**src/rtl/pp3_mult_seq_responder.sv**
```systemverilog
// Sequential shift-add soft multiplier: signed or unsigned W x W -> 2W product.
// Latency: result valid exactly W cycles after the request accept edge.
// Backpressure: accepts only when idle; result is held stable until res_ready.
module pp3_mult_seq_responder #(
  parameter int W = 16
) (
  input  logic             clk,
  input  logic             rst,
  input  logic             req_valid,
  output logic             req_ready,
  input  logic             req_signed,
  input  logic [W-1:0]     req_a,
  input  logic [W-1:0]     req_b,
  output logic             res_valid,
  input  logic             res_ready,
  output logic [2*W-1:0]   res_data
);

  localparam int CW = (W > 1) ? $clog2(W) : 1;

  typedef enum logic [1:0] {
    IDLE = 2'd0,
    BUSY = 2'd1,
    DONE = 2'd2
  } state_t;

  state_t          state;
  state_t          state_nxt;

  // Latched operand magnitudes and the sign of the final product.
  logic [W-1:0]    ma;
  logic [W-1:0]    mb;
  logic            neg;

  // Running partial-product sum and bit index of the multiplier.
  logic [2*W-1:0]  acc;
  logic [2*W-1:0]  acc_next;
  logic [2*W-1:0]  addend;
  logic [CW-1:0]   cnt;

  logic [W-1:0]    a_mag;
  logic [W-1:0]    b_mag;
  logic            req_neg;
  logic            accept;
  logic            last_step;

  // Operand magnitudes; the most negative value maps to 2^(W-1), which fits in W unsigned bits.
  always_comb begin
    a_mag   = req_a;
    b_mag   = req_b;
    req_neg = 1'b0;
    if (req_signed) begin
      if (req_a[W-1]) a_mag = {W{1'b0}} - req_a;
      if (req_b[W-1]) b_mag = {W{1'b0}} - req_b;
      req_neg = req_a[W-1] ^ req_b[W-1];
    end
  end

  // One shift-add step: add the multiplicand shifted by the current bit position if that bit is set.
  always_comb begin
    addend   = '0;
    if (mb[cnt]) begin
      addend = {{W{1'b0}}, ma} << cnt;
    end
    acc_next  = acc + addend;
    last_step = (cnt == CW'(W - 1));
  end

  assign accept = (state == IDLE) && req_valid;

  // State register; reset discards any in-flight work.
  always_ff @(posedge clk or posedge rst) begin
    if (rst) begin
      state <= IDLE;
    end else begin
      state <= state_nxt;
    end
  end

  // Next-state logic and state-decoded handshake outputs.
  always_comb begin
    state_nxt = state;
    req_ready = 1'b0;
    res_valid = 1'b0;
    case (state)
      IDLE: begin
        req_ready = 1'b1;
        if (req_valid) state_nxt = BUSY;
      end
      BUSY: begin
        if (last_step) state_nxt = DONE;
      end
      DONE: begin
        res_valid = 1'b1;
        // Consuming the result only returns to IDLE; a new request waits a cycle.
        if (res_ready) state_nxt = IDLE;
      end
      default: begin
        state_nxt = IDLE;
      end
    endcase
  end

  // Datapath: capture operands on accept, iterate in BUSY, publish the signed-corrected sum on the last step.
  always_ff @(posedge clk or posedge rst) begin
    if (rst) begin
      ma       <= '0;
      mb       <= '0;
      neg      <= 1'b0;
      acc      <= '0;
      cnt      <= '0;
      res_data <= '0;
    end else begin
      if (accept) begin
        ma  <= a_mag;
        mb  <= b_mag;
        neg <= req_neg;
        acc <= '0;
        cnt <= '0;
      end else if (state == BUSY) begin
        acc <= acc_next;
        if (last_step) begin
          cnt      <= '0;
          // Negating zero yields zero, so a zero operand needs no special case.
          res_data <= neg ? ({2*W{1'b0}} - acc_next) : acc_next;
        end else begin
          cnt <= cnt + 1'b1;
        end
      end
    end
  end

endmodule

```
**config.mk**
```make
export PLATFORM = sky130hd
export DESIGN_NAME = pp3_mult_seq_responder
export DESIGN_NICKNAME = d
export VERILOG_FILES = /design/src/rtl/pp3_mult_seq_responder.sv
export SDC_FILE = /design/constraint.sdc
export NUM_CORES = 1
export LEC_CHECK = 0
export CELL_PAD_IN_SITES_DETAIL_PLACEMENT = 1
export CELL_PAD_IN_SITES_GLOBAL_PLACEMENT = 2
export CORE_AREA = 3 3 152 154
export CTS_CLUSTER_DIAMETER = 120
export DETAILED_ROUTE_END_ITERATION = 12
export DIE_AREA = 0 0 155 157
export GPL_ROUTABILITY_DRIVEN = 0
export PLACE_DENSITY_LB_ADDON = 0.1
export SYNTH_ARGS = -nofsm -noshare
export SYNTH_HDL_FRONTEND = slang
export SYNTH_SLANG_ARGS = --single-unit
```
**constraint.sdc**
```tcl
create_clock -name clk -period 14.4 [get_ports clk]
set_clock_uncertainty 0.2 [all_clocks]
set_input_delay 1.44 -clock clk [delete_from_list [all_inputs] [get_ports clk]]
set_output_delay 1.44 -clock clk [all_outputs]
set_load 0.02 [all_outputs]
```
Yosys cells after proc, flatten, opt, wreduce, memory -nomap -nowiden
Cells that the tools add are included.
{ "word_totals": {"register_bits": 103, "input_bits": 37, "out_inout_bits": 34, "word_cells": 47} }
{ "op_classes": {"add_sub_neg": 5, "n_lt_le_gt_ge": 1, "eq_ne": 6, "shift": 1, "n_mux": 20, "bitwise": 2, "n_reduce_logical": 5} }
{ "op_table": {"columns": ["cell", "count"], "rows": [
  ["32-bit 2-to-1 mux", 4],
  ["16-bit 2-to-1 mux", 4],
  ["32-bit adder", 1],
  ["16-bit by 4-bit << shifter with 32-bit output", 1],
  ["1-bit by 16-bit subtractor with 16-bit output, first input constant", 2],
  ["1-bit by 32-bit subtractor with 32-bit output, first input constant", 1],
  ["4-bit 2-to-1 mux", 3],
  ["2-bit 2-to-1 mux", 3],
  ["2-bit != test, second input constant", 3],
  ["2-bit case mux with 3 select lines", 1],
  ["3-bit AND reduction", 2],
  ["4-bit by 5-bit less-than comparator with 1-bit output, second input constant", 1],
  ["4-bit by 1-bit adder with 4-bit output, second input constant", 1],
  ["1-bit binary-select mux with 4-bit select", 1],
  ["4-bit equality test, second input constant", 1],
  ["1-bit 2-to-1 mux", 4],
  ["2-bit by 1-bit equality test with 1-bit output, second input constant", 1],
  ["2-bit equality test, second input constant", 1],
  ["2-bit logical NOT", 1],
  ["2-bit nonzero test", 1],
  ["1-bit logical AND", 1],
  ["1-bit NOT", 1],
  ["1-bit XOR", 1]
]} }

Logic depth before layout (Yosys ltp)
Gate-level depths: netlist (run 1).
{ "depth": {"word_depth": 6, "depth_mapped": 22, "depth_no_buf": 18} }

Worst setup path before layout (run 1)
OpenSTA, ideal clock, no wires.
{ "synth_timing": {"path_type": "register -> register", "start": "register cnt[1]", "end": "register res_data[31]", "setup_ns": 0.130, "t_arrival_ns": 5.122, "required_time_ns": 14.070, "path_slack_ns": 8.948, "stages_incl_launch_ff": 19, "path_buffers": 3, "synth_period_minus_slack_ns": 5.452, "path_cell_list": "dfrtp_1 > clkbuf_1 > mux4_2 > o21bai_1 > o21bai_1 > and2_1 > clkbuf_1 > clkbuf_1 > nor2_1 > ha_1 > a21oi_1 > o21ai_0 > or4_4 > a222oi_1 > nand4_1 > nand4bb_4 > o41ai_2 > xnor2_1 > o21ai_1"} }
{ "synth_between": {"elab_chain_len": 6, "word_cells_on_any_way": 9, "classes_between": "2 x add/sub; 1 x eq/ne; 1 x shift; 4 x mux; 1 x reduce/logical"} }
{ "synth_rtl": {"columns": ["item", "line_no", "rtl"], "rows": [
  ["start: declaration", "39", "logic [CW-1:0] cnt;"],
  ["start signal: assignment", "127", "cnt <= cnt + 1'b1;"],
  ["1-bit binary-select mux with 4-bit select", "62", "if (mb[cnt]) begin"],
  ["1-bit 2-to-1 mux (implied by the code)", "62", null],
  ["32-bit 2-to-1 mux", "62", null],
  ["32-bit adder", "65", "acc_next = acc + addend;"],
  ["1-bit by 32-bit subtractor with 32-bit output", "125", "res_data <= neg ? ({2*W{1'b0}} - acc_next) : acc_next;"],
  ["32-bit 2-to-1 mux", "125", null],
  ["end signal: assignment", "125", null],
  ["end: declaration", "16", "output logic [2*W-1:0] res_data"]
]} }
Several ways; a longest one is shown, not always the timed one. The select of a mux whose other input is x is not followed.
A chain may end at the register's enable or synchronous reset.

Worst setup path in the final report (run 1)
{ "layout_timing": {"start": "register cnt[1]", "end": "register res_data[30]"} }
The elaborated chain is that of the path after synthesis.

==> flow_metrics.tcl, run 1 <==
set metrics [dict create \
    status "finished, final reports clean" \
    cap_violations 0 \
    hp-class "reg -> reg" \
    postCtsHoldBufs 0 \
    cts_buffer_depth 2 \
    vias 7475 \
    grt.total_usage_pct 20.2 \
    drt-initial-drc-count 354 \
    startpoint "cnt[1]" \
    reg2reg_slack_ps 7980 \
    rr_startpoint "cnt[1]" \
    post_cts_buffers 0 \
    synth_flop_cell "dfrtp_1" \
    drtAntennaViolNets 0 \
    die_h_um 157 \
    cpPeakStageDelay_ps 580 \
    layout.nets 1141 \
    fin_crit_ps 6420 \
    start_kind "flop" \
    drcViolationCount 0 \
    timing.rr.end "res_data[30]" \
    synthMostInstantiatedCell "nand2_1" \
    syn-num-nets 1112 \
    synth.distinct_cells 76 \
    irDropWorstVdd_mv 0.0747 \
    root_buffer "clkbuf_16" \
    insertedDiodeCount 0 \
    synth_edf_count 0 \
    synth_cells 1039 \
    grt_pass1_vias 7386 \
    slew_headroom_pct 33.2 \
    hpwlAfterDp_um 19100 \
    tightestPinTransition_ps 1000 \
    rsz0062_at_grt "no" \
    slowest_stage "and2_1" \
    ys_ff_latch 103 \
    grt_max_degree 100 \
    viasPerCell 5.52 \
    setup_violations 0 \
    path_class "reg -> reg" \
    dieArea_um2 24300 \
    slew_violations 0 \
    clkSlewWorstSetupHoldPaths_ps 80 \
    io_pins 71 \
    worstHoldEndpoint "res_data[7]" \
    min_from "res_data[7]" \
    rows 54 \
    synth_area_leaders "dfrtp_1 31%, o21ai_0 7.8%, nand2_1 7.4%" \
    fin_tns_setup_ps 0 \
    grt_pass1_wl_um 39900 \
    areaGrowthSynthToFinish_pct 14.2 \
    final_cell_area_um2 9440 \
    drive_gt1_share_pct 6.15 \
    period_share_pct 44.6 \
    hold_viol 0 \
    cts_htree_levels 3 \
    crit_chain "buf_4 > mux4_2 > o21bai_1 > o21bai_1 > and2_1 > nor2_1 > ha_1 > a21oi_1 > o21ai_1 > a211oi_1 > o21bai_1 > xnor2_1 > nand3_1 > nand3b_1 > o41ai_1 > xnor2_1 > o21ai_1" \
    antenna_found_initial 1 \
    post_drt_wl_per_cell_um 18.2 \
    clock_latency_ps 370 \
    yosysSeqAreaShare_pct 31.2 \
    cts_buffers 9 \
    grt.overflow.total 0 \
    ys_top_cells_by_count "164 x nand2_1, 129 x o21ai_0, 103 x dfrtp_1" \
    die-width_um 155 \
    routed_wl_um 24600 \
    cp_common_cell "o21bai_1" \
    worstPathRequired_ps 14420 \
    coreArea_um2 21800 \
    cts_resized 0 \
    yosysTopAreaCell "dfrtp_1" \
    avgSynthCellArea_um2 7.96 \
    portBuffers 70 \
    path_max_fanout 35 \
    synth_top_area_share_pct 31.2 \
    yosys_warnings 0 \
    async_flop_share_pct 100 \
    clock-sinks 103 \
    nFillCells 2682 \
    dr.pass1.iters 4 \
    power.density_nw_per_um2 257 \
    cts_tree "yes" \
    syn_area_um2 8270 \
    power.leakage_nw 3.85 \
    hold_depth 2 \
    placed_area_um2 9150 \
    end_kind "flop" \
    start_util_pct 37.9 \
    max_clock_freq_mhz 156 \
    worstPathArrival_ps 6430 \
    reg2reg_depth 17 \
]
## state kept, by name, indices dropped and copies added, names as in the netlist
signal / cells
acc: 32
res_data: 32
ma: 16
mb: 16
cnt: 4
state: 2
neg: 1
## routing by layer
| layer | vias up | wire length (µm) | global-route usage, % |
|---|---|---|---|
| li1 | 3784 | - | - |
| met4 | 0 | 505 | 6.27 |
| met3 | 27 | 738 | 2.28 |
| met5 | - | 0 | 0 |
| met2 | 107 | 11200 | 33.3 |
| met1 | 3557 | 12100 | 28.1 |
## placed cells by master (no fill, tap or decap), types with 5 or more instances in the layout
cell type,Yosys,final
nor2_1,85,85
nand2b_1,8,7
or2_2,6,6
xor2_1,27,27
o21ai_0,129,129
nor4_1,6,6
a21o_1,7,7
dfrtp_1,103,103
o211ai_1,12,12
clkbuf_16,0,9
o21a_1,8,8
mux2_2,10,10
or3_1,7,7
nor3_1,13,13
o21bai_1,5,5
a31oi_1,8,8
nand4_1,11,11
xnor2_1,43,43
and2_1,10,10
o31ai_1,13,13
o41ai_1,6,6
a21oi_1,54,54
a211oi_1,16,16
inv_1,23,22
nand3_1,55,55
ha_1,35,35
nand2_1,164,163
buf_4,1,8
nor2b_1,11,10
mux4_2,8,8
o21ai_1,6,6
mux2i_1,27,27
clkdlybuf4s50_1,0,70
## report_power, final
| group | switching (mW) | internal (mW) |
|---|---|---|
| Clock | 0.127 | 0.121 |
| Combinational | 1.05 | 0.625 |
| Sequential | 0.0940 | 0.409 |
| Total | 1.27 | 1.16 |
## area by class of cell
| class | instances | area (µm²) | area share (%) |
|---|---|---|---|
| Timing Repair Buffer | 78 | 761 | 8.06 |
| Multi-Input combinational cell | 853 | 5370 | 56.9 |
| Tap cell | 280 | 350 | 3.71 |
| Clock inverter | 7 | 65.1 | 0.689 |
| Inverter | 23 | 88.8 | 0.941 |
| Sequential cell | 103 | 2580 | 27.3 |
| Clock buffer | 9 | 225 | 2.39 |
## worst max-delay path: cells and delay by family (launching register included)
kind / cells / cell delay [ps]
mux: 1 / 550
fa+ha+maj: 1 / 410
flops: 1 / 330
xor+xnor: 2 / 620
buf+inv: 1 / 370
compound gates: 8 / 2500
simple gates: 4 / 1290
## kinds of logic (layout without fill, tap and decap cells)
logic type               count (synthesis)  after routing  synth area share [%]
flip-flops                             103            103                  31.2
multiplexers                            45             45                  6.81
XOR/XNOR                                70             70                  7.42
buffers and inverters                   83            117                  3.94
adder cells (fa/ha/maj)                 36             36                  5.54
AO/OA/AOI/OAI                          300            300                  22.4
AND/OR/NAND/NOR                        402            402                  22.7
## per-stage QoR
stage               power, mW  instances  hold slack, ps  worst slack [ps]  utilization (%)
floorplan                1.72       1039             245              8950                -
global placement         2.17       1337             250              8320             41.9
detailed placement       2.19       1337             263              8070             41.9
CTS                      2.45       1353             282              8060             43.3
global route             2.67       1353             310              7450             43.3
finish                   2.43       1353             270              7980             43.3
## worst max-delay path by stage
stage	to	slack (ps)	cells after the start
final	res_data[30]	7980	17
after detailed placement	res_data[30]	8070	17
after CTS	res_data[30]	8060	17
after global placement	res_data[30]	8320	17
after floorplan	res_data[31]	8950	18
after global routing	res_data[30]	7450	17
Power figures use the tool's default switching activity.
==> run 2: changes to the inputs <==
Settings changed: CORE_AREA 3 3 152 154 to 3 3 165 167, DIE_AREA 0 0 155 157 to 0 0 168 170.
Clock period 14.4 ns to 5.8 ns, I/O delays scaled along.
==> flow_metrics.tcl, run 2 (synthesis gave the netlist of run 1 again) <==
set metrics [dict create \
    most-common-layout-cells "163 x nand2_1, 126 x o21ai_0, 102 x dfrtp_1, 85 x nor2_1, 70 x clkdlybuf4s50_1" \
    slew_headroom_pct 34.3 \
    cpPeakStageDelay_ps 460 \
    clkPwrFrac_pct 10.8 \
    slowest_stage "o41ai_1" \
    viasPerCell 5.27 \
    post_drt_wl_per_cell_um 18.2 \
    max_clock_freq_mhz 184 \
    clock_latency_ps 360 \
    worstPathArrival_ps 5430 \
    p_comb_share_pct 69.8 \
    cap_violations 0 \
    worstPathBufferInverterCount 2 \
    portBuffers 70 \
    tightestPinTransition_ps 981 \
    worstPathRequired_ps 5810 \
    power.density_nw_per_um2 659 \
    clock-sinks 103 \
    start_kind "flop" \
    rows 59 \
    fin_crit_ps 5420 \
    status "finished, final reports clean" \
    period_share_pct 93.5 \
    wl_met1_um 13100 \
    placed_area_um2 9370 \
    final_util_pct 37.7 \
    grt.total_usage_pct 18.4 \
    start_util_pct 31.9 \
    cts_htree_levels 3 \
    drcViolationCount 0 \
    die-width_um 168 \
    final_cell_area_um2 9760 \
    switching_share_pct 50.8 \
    die_h_um 170 \
    areaGrowthSynthToFinish_pct 18.0 \
    hold_viol 0 \
    root_buffer "clkbuf_16" \
    drt-initial-drc-count 359 \
    rsz0062_at_grt "no" \
    power.leakage_nw 3.98 \
    switchingPower_mw 3.27 \
    dieArea_um2 28600 \
    setup_violations 0 \
    insertedDiodeCount 0 \
    irDropWorstVdd_mv 0.219 \
    reg_top3 "acc (32), res_data (32)" \
    hpwlAfterDp_um 20400 \
    nFillCells 3139 \
    grt_max_degree 62 \
    routed_wl_um 26000 \
    final_common_cell "nand2_1" \
    drive_gt1_share_pct 8.87 \
    routed-wl-met3_um 601 \
    dr_wl_met2_um 12000 \
    crit_chain "buf_4 > buf_4 > mux2_2 > o21ai_1 > nor2_1 > a21oi_1 > nor2b_1 > a211oi_1 > ha_2 > a21oi_1 > o21ai_1 > a211oi_1 > o31ai_2 > or3_1 > a21oi_1 > nand3b_1 > o41ai_1 > xnor2_1 > o21ai_1" \
    clkSlewWorstSetupHoldPaths_ps 80 \
    cts_tree "yes" \
    drtAntennaViolNets 0 \
    cts_buffer_depth 2 \
    grt_pass1_wl_um 42600 \
    end_kind "flop" \
    dr.max_layer_used "met4" \
    layout.nets 1162 \
    cts_buffers 9 \
    seq_power_share_pct 19.4 \
    grt.overflow.total 0 \
    coreArea_um2 25900 \
    antenna_found_initial 0 \
    slew_violations 0 \
    postCtsHoldBufs 0 \
    vias 7523 \
    internal-power_mw 3.16 \
    path_class "reg -> reg" \
    io_pins 71 \
    hp-class "reg -> reg" \
    path_max_fanout 16 \
    cp_top_family "compound AO/OA/AOI/OAI gates" \
    grt_pass1_vias 7683 \
    dr.pass1.iters 6 \
]
==> run 2: changes by cell type in the layout (fill, tap and decap cells not counted), moves of 2 or more <==
cell	change
buf_4	+20
a21oi_1	-3
a21oi_2	+3
clkinvlp_4	-3
inv_8	-3
o21ai_0	-3
o21ai_1	+3
bufinv_16	+2
o21bai_1	-2
o21bai_2	+2
==> run 2: power by group through the flow <==
stage	sequential (mW)	clock [mW]	combinational, mW
floorplan	1.27	0	2.99
global route	1.29	0.739	5.01
global placement	1.25	0	4.39
detailed placement	1.26	0	4.42
finish	1.25	0.694	4.49
CTS	1.25	0.712	4.45
==> run 2: worst reg2reg max path: stages, from the launching register on <==
cell	delay [ps]
dfrtp_2	440
buf_4	240
buf_4	260
mux2_2	410
o21ai_1	260
nor2_1	70
a21oi_1	210
nor2b_1	200
a211oi_1	110
ha_2	380
a21oi_1	180
o21ai_1	140
a211oi_1	350
o31ai_2	140
or3_1	370
a21oi_1	370
nand3b_1	240
o41ai_1	460
xnor2_1	170
o21ai_1	80
==> run 2: final timing paths <==
check / startpoint / to / slack, ps / cells past startpoint
max reg2reg: cnt[0] / res_data[28] / 380 / 19
max: cnt[0] / res_data[28] / 380 / 19
min reg2reg: res_data[7] / res_data[7] / 270 / 2
min: res_data[7] / res_data[7] / 270 / 2
min in group asynchronous: rst / state[1] / 500 / 2
max in group asynchronous: rst / acc[18] / 3800 / 3
==> run 2: what timing repair did <==
| item | CTS | global route |
|---|---|---|
| gates cloned | 0 | 0 |
| setup endpoints to repair | 4 | 11 |
| setup buffers | 0 | 1 |
| pin swaps | 0 | 3 |
| resized for setup | 3 | 15 |
==> run 2: through the flow <==
stage               hold WS, ps  TNS (ps)  instances  setup WS, ps  power [mW]
finish                      270         0       1428           379        6.43
detailed placement          258      -363       1412          -204        5.68
global placement            260      -198       1412          -141        5.64
floorplan                   245         0       1039           348        4.26
global route                314         0       1428          6.04        7.05
CTS                         276         0       1427          64.2        6.41
==> run 2: cell type report <==
class,count,area (µm²),share of cell area [%]
clock buffers,10,239,2.45
clock inverters,5,82.6,0.846
inverters,23,88.8,0.910
multi-input cells,853,5420,55.5
flip-flops and latches,103,2580,26.4
well taps,335,419,4.30
repair buffers,99,931,9.54
==> run 2: routing by layer <==
layer,vias to the layer above,GRT usage [%]
met5,-,0
met4,0,4.45
met1,3582,26.0
met2,92,30.6
met3,19,1.42
li1,3830,-
